<file path="src/rtl/immediate_unit.sv">
// ----------------------------------------------------------------------------
// immediate_unit
// Registered immediate generator for the decode stage. Builds an immediate
// from the low five bits of the instruction word. PFX instructions preload
// upper nibbles that the next consuming instruction concatenates with its own
// low nibble. Outputs are registered, so each result appears one cycle after
// its input is accepted.
//
// Ports
//   clk            rising-edge clock
//   reset_n        asynchronous active-low reset
//   in_valid       instruction/select valid this cycle
//   stall          hold every register and ignore the inputs
//   flush          drop the pending prefix and the current input (beats stall)
//   instruction    instruction word (fields come from bits [4:0])
//   select         extraction mode
//   immediate      registered immediate
//   out_valid      immediate belongs to the instruction accepted last cycle
//   prefix_pending prefix register holds unconsumed nibbles
//   ext_used       current immediate was built from a prefix
// ----------------------------------------------------------------------------
module immediate_unit #(
  parameter int DATA_W   = 8,
  parameter int INSTR_W  = 8,
  parameter int PREFIX_W = 4
) (
  input  logic               clk,
  input  logic               reset_n,
  input  logic               in_valid,
  input  logic               stall,
  input  logic               flush,
  input  logic [INSTR_W-1:0] instruction,
  input  logic [2:0]         select,
  output logic [DATA_W-1:0]  immediate,
  output logic               out_valid,
  output logic               prefix_pending,
  output logic               ext_used
);

  localparam int EXT_W   = PREFIX_W + 4;
  localparam int NIB_MAX = PREFIX_W / 4;
  localparam int CNT_W   = $clog2(NIB_MAX + 1);

  localparam logic [2:0] SEL_ZX3 = 3'b000;
  localparam logic [2:0] SEL_ZX4 = 3'b001;
  localparam logic [2:0] SEL_SX5 = 3'b010;
  localparam logic [2:0] SEL_MOV = 3'b011;
  localparam logic [2:0] SEL_PFX = 3'b100;

  logic [DATA_W-1:0]   immediate_reg, immediate_next;
  logic                out_valid_reg, out_valid_next;
  logic                pending_reg, pending_next;
  logic                ext_used_reg, ext_used_next;
  logic [PREFIX_W-1:0] prefix_reg, prefix_next;
  logic [CNT_W-1:0]    count_reg, count_next;

  logic [PREFIX_W-1:0] prefix_shift;
  logic [EXT_W-1:0]    ext_field;
  logic [4:0]          field5;
  logic signed [DATA_W-1:0] sx_ext;
  logic signed [DATA_W-1:0] sx_field5;

  // Only instruction[4:0] carries immediate bits; the rest is opcode space.
  logic unused_instr;
  assign unused_instr = &{1'b0, instruction};

  // A chained PFX shifts the older nibbles up and drops the oldest one.
  // Bits not yet loaded stay zero because the register is cleared on every
  // consume, flush and reset.
  generate
    if (PREFIX_W == 4) begin : g_pfx_load
      assign prefix_shift = instruction[3:0];
    end else begin : g_pfx_shift
      assign prefix_shift = {prefix_reg[PREFIX_W-5:0], instruction[3:0]};
    end
  endgenerate

  assign ext_field = {prefix_reg, instruction[3:0]};
  assign field5    = instruction[4:0];
  // Assigning a signed narrower value to a signed wider one sign-extends.
  assign sx_ext    = $signed(ext_field);
  assign sx_field5 = $signed(field5);

  always_comb begin
    immediate_next = immediate_reg;
    out_valid_next = out_valid_reg;
    pending_next   = pending_reg;
    ext_used_next  = ext_used_reg;
    prefix_next    = prefix_reg;
    count_next     = count_reg;

    if (flush) begin
      out_valid_next = 1'b0;
      ext_used_next  = 1'b0;
      pending_next   = 1'b0;
      prefix_next    = '0;
      count_next     = '0;
    end else if (stall) begin
      // everything holds
    end else if (!in_valid) begin
      out_valid_next = 1'b0;
    end else begin
      unique case (select)
        SEL_PFX: begin
          prefix_next    = prefix_shift;
          count_next     = (count_reg == CNT_W'(NIB_MAX)) ? count_reg : count_reg + 1'b1;
          pending_next   = 1'b1;
          out_valid_next = 1'b0;
        end
        SEL_ZX3, SEL_ZX4, SEL_SX5: begin
          out_valid_next = 1'b1;
          if (pending_reg) begin
            immediate_next = (select == SEL_SX5) ? DATA_W'(sx_ext) : DATA_W'(ext_field);
            ext_used_next  = 1'b1;
            pending_next   = 1'b0;
            prefix_next    = '0;
            count_next     = '0;
          end else begin
            ext_used_next = 1'b0;
            if (select == SEL_ZX3)
              immediate_next = DATA_W'(instruction[4:2]);
            else if (select == SEL_ZX4)
              immediate_next = DATA_W'(instruction[3:0]);
            else
              immediate_next = DATA_W'(sx_field5);
          end
        end
        SEL_MOV: begin
          // MOV carries no immediate and leaves any prefix for a later consumer.
          immediate_next = '0;
          out_valid_next = 1'b1;
          ext_used_next  = 1'b0;
        end
        default: begin
          immediate_next = '0;
          out_valid_next = 1'b1;
          ext_used_next  = 1'b0;
        end
      endcase
    end
  end

  always_ff @(posedge clk or negedge reset_n) begin
    if (!reset_n) begin
      immediate_reg <= '0;
      out_valid_reg <= 1'b0;
      pending_reg   <= 1'b0;
      ext_used_reg  <= 1'b0;
      prefix_reg    <= '0;
      count_reg     <= '0;
    end else begin
      immediate_reg <= immediate_next;
      out_valid_reg <= out_valid_next;
      pending_reg   <= pending_next;
      ext_used_reg  <= ext_used_next;
      prefix_reg    <= prefix_next;
      count_reg     <= count_next;
    end
  end

  assign immediate      = immediate_reg;
  assign out_valid      = out_valid_reg;
  assign prefix_pending = pending_reg;
  assign ext_used       = ext_used_reg;

endmodule

</file>
<file path="config.mk">
export PLATFORM = sky130hd
export DESIGN_NAME = immediate_unit
export DESIGN_NICKNAME = d
export VERILOG_FILES = /design/src/rtl/immediate_unit.sv
export SDC_FILE = /design/constraint.sdc
export NUM_CORES = 1
export LEC_CHECK = 0
export BUFFER_PORTS_ARGS = -buffer_cell sky130_fd_sc_hd__buf_2
export CORE_MARGIN = 5
export CORE_UTILIZATION = 50
export CTS_CLUSTER_SIZE = 30
export DETAILED_ROUTE_END_ITERATION = 8
export PLACE_DENSITY = 0.89
export SYNTH_ARGS = -nofsm -noshare
export SYNTH_HDL_FRONTEND = slang
export SYNTH_SLANG_ARGS = --single-unit
export TNS_END_PERCENT = 50
</file>
<file path="constraint.sdc">
create_clock -name clk -period 2.9 [get_ports clk]
set_input_delay 0.435 -clock clk [delete_from_list [all_inputs] [get_ports clk]]
set_output_delay 0.435 -clock clk [all_outputs]
set_load 0.005 [all_outputs]
</file>
==> impl_results.md <==
* Status: finished clean
* CORE AREA at 0.00133 mm2
* Commonest non-fill, non-tap cells in the layout: 23 x buf_2, 18 x nand2_1, 15 x dfrtp_1, 5 x nor2_1, 5 x o31ai_1
* Post-Layout Inst Area at 871 um2
* Clk_skew at 0.00756 ns
* Worst slew margin at 64.2%
* Crit path DAT at 1.61 ns
* Post-cts sizing count at 0
* Crit path max-delay cell type: or3b_1
* Number of cell rows at 13
* TritonCTS Buffers at 3
* Final non-filler cell total at 112
* CTS sink count at 15
* Routed Antenna Nets at 0
* Cells after Synth at 72
* Leak at 0.437 nW
* Starting Density at 54.7%
* Die area at 0.00232 mm2
* IO buf count at 23
* Boundary pin count at 27
* Largest net degree at the start of global routing at 16
* Warnings from Yosys at 0
* Worst skew pair latency at 0.27 ns
* Drt via density at 5.84
* Met3 Usage GRT at 3.69%
* Vias at 654
* Tcrit/Tclk final at 50.2%
* Routing usage on met1 at 18.8%
* Dpl hpwl at 1320 um
* Synth cell types at 22
* Power consumption at 0.414 mW
* Clock Pin Slew Worst Setup and Hold Paths at 0.09 ns
* First-pass GRT wire length at 2770 um
* Antenna violations before repair at 0
* Critical path's top delay family: simple AND/OR/NAND/NOR gates
* Die height at 48.2 um
* CP startpoint kind: input port
* H-tree Lvls at 1
* Maximum VDD drop at 0.229 mV
* CP Data Required Time at 3.06 ns
* Met2 Track Usage GR at 31.0%
* Flops & latches, synth at 15
* Synthesized net count at 88
* Final Hold Violating Endpoints at 0
* DRC at 0
* Share of layout cells above drive strength 1 at 32.0%
* Max reg flops at 8
* DRT iter0 DRCs at 12
* # Post-CTS Setup Buffers at 0
* Most used routing layer in global routing: met2
* Worst Hold Class: input port to asynchronous set/reset pin
* Vias in the first global route at 645
* Commonest non-fill, non-tap cell in the layout: buf_2
* CP Max Fanout at 6
* GPL Wtd Cong at 0.786
* Slew Viols, Final at 0
* Crit. End Element: register
* Worst r2r dst: immediate[1]$_DFFE_PN0P_
* Power density over the cells at 475 mW/mm2
* Worst R2R Path Depth at 3
* Max_cap viols at 0
* Total track usage at 17.2%
* Worst-path cell chain: buf_2, or3b_1, a21bo_4, a21oi_2, a22o_1
* R2R setup slack at 1.56 ns
* Drt first pass iters at 4
* Worst slew pin tran at 0.532 ns
* Max Fclk at 0.687 GHz
* Hold_buf cts at 0
* # diodes at 0
* Area post-placement at 845 um2
* Final setup vio count at 0
* Slowest stage delay, CP at 0.52 ns
* Post-Route WL at 1660 um
* Minimum clock period at 1.45 ns
* Setup TNS at 0 ns
* Root Driver: clkbuf_4
* Synthesized area at 729 um2
* Crit path kind: input port to register
* GRT overflow at 0
* Area Growth Syn to Fin at 19.4%
* Crit Reg-Reg Startpoint: prefix_pending$_DFFE_PN0P_
* Placed insts at 108
* Worst path bufs/invs at 1
* Clock tree buffer depth at 2
* Hold WS at 0.0385 ns
* Chip width at 48.2 um
* Syn Area/Cell at 10.1 um2
* Sequential fraction of the synthesis area at 51.5%
* Unrepaired setup endpoints after global routing: false
* Nets at 114
* Routed length per placed instance at 14.8 um
* CTS tree: yes
==> area by class of cell <==
| cell class | instances | area (um2) |
|---|---|---|
| inverter | 1 | 3.75 |
| fill | 115 | 463 |
| timing repair buffer | 23 | 115 |
| multi-input combinational | 54 | 332 |
| clock buffer | 4 | 26.3 |
| sequential | 15 | 375 |
| tap | 15 | 18.8 |
==> worst max path at each step <==
stage | from | end | slack (ns) | cells past startpoint
2_1_floorplan | select[1] | prefix_reg[0]$_DFFE_PN0P_ | 1.42 | 5
3_3_place_gp | select[1] | prefix_reg[3]$_DFFE_PN0P_ | 1.22 | 5
3_5_place_dp | select[1] | prefix_reg[3]$_DFFE_PN0P_ | 1.18 | 5
4_1_cts | select[1] | prefix_reg[3]$_DFFE_PN0P_ | 1.46 | 5
5_1_grt | select[1] | prefix_reg[3]$_DFFE_PN0P_ | 1.41 | 5
6_report | select[1] | prefix_reg[3]$_DFFE_PN0P_ | 1.45 | 5
==> metal layers <==
metal / routed length (um) / up-vias
met2: 883 / 26
met3: 122 / 4
met4: 14 / 0
li1: - / 306
met5: 0 / -
met1: 641 / 318
==> synth_stat cells <==
cell type	instances	share of area [%]
nand2_1	18	9.3
nand4_1	2	1.7
dfrtp_1	15	51
a21bo_4	1	2.2
nor3_4	1	2.2
o31ai_1	5	5.1
buf_6	1	1.5
nand2b_1	1	0.86
nor2_1	5	2.6
nor4_2	1	1.7
a22o_1	4	4.8
a21oi_1	4	2.7
a21oi_2	1	1.2
inv_1	1	0.51
mux2i_1	3	4.1
nand3_2	1	1.4
nor3_1	1	0.69
o21ai_1	3	2.1
o21ai_0	1	0.69
buf_4	1	1.0
nor2b_1	1	0.86
or3b_1	1	1.2
==> cells by family (layout without fill, tap and decap cells) <==
family          count (synthesis)  in the layout  synth area share [%]
compound gates                 19             19                  18.9
flops                          15             15                  51.5
buf+inv                         3             28                  3.09
simple gates                   32             32                  22.5
mux                             3              3                  4.12
==> worst register-to-register path, cell delays in order (launching register included) <==
cell and delay, ns:
dfrtp_1 0.47, nor4_2 0.43, mux2i_1 0.26, o21ai_1 0.07
==> stage by stage <==
stage	utilization, %	setup slack (ns)
after floorplan	-	1.42
after global placement	63.3	1.22
after detailed placement	63.3	1.18
after CTS	65.3	1.46
after global routing	65.3	1.41
final	65.3	1.45
==> where the power goes <==
part           total, mW  internal, mW  switching, mW
sequential         0.230         0.223        0.00726
clock              0.115        0.0532         0.0619
combinational     0.0684        0.0289         0.0395
Power figures use the tool's default switching activity.
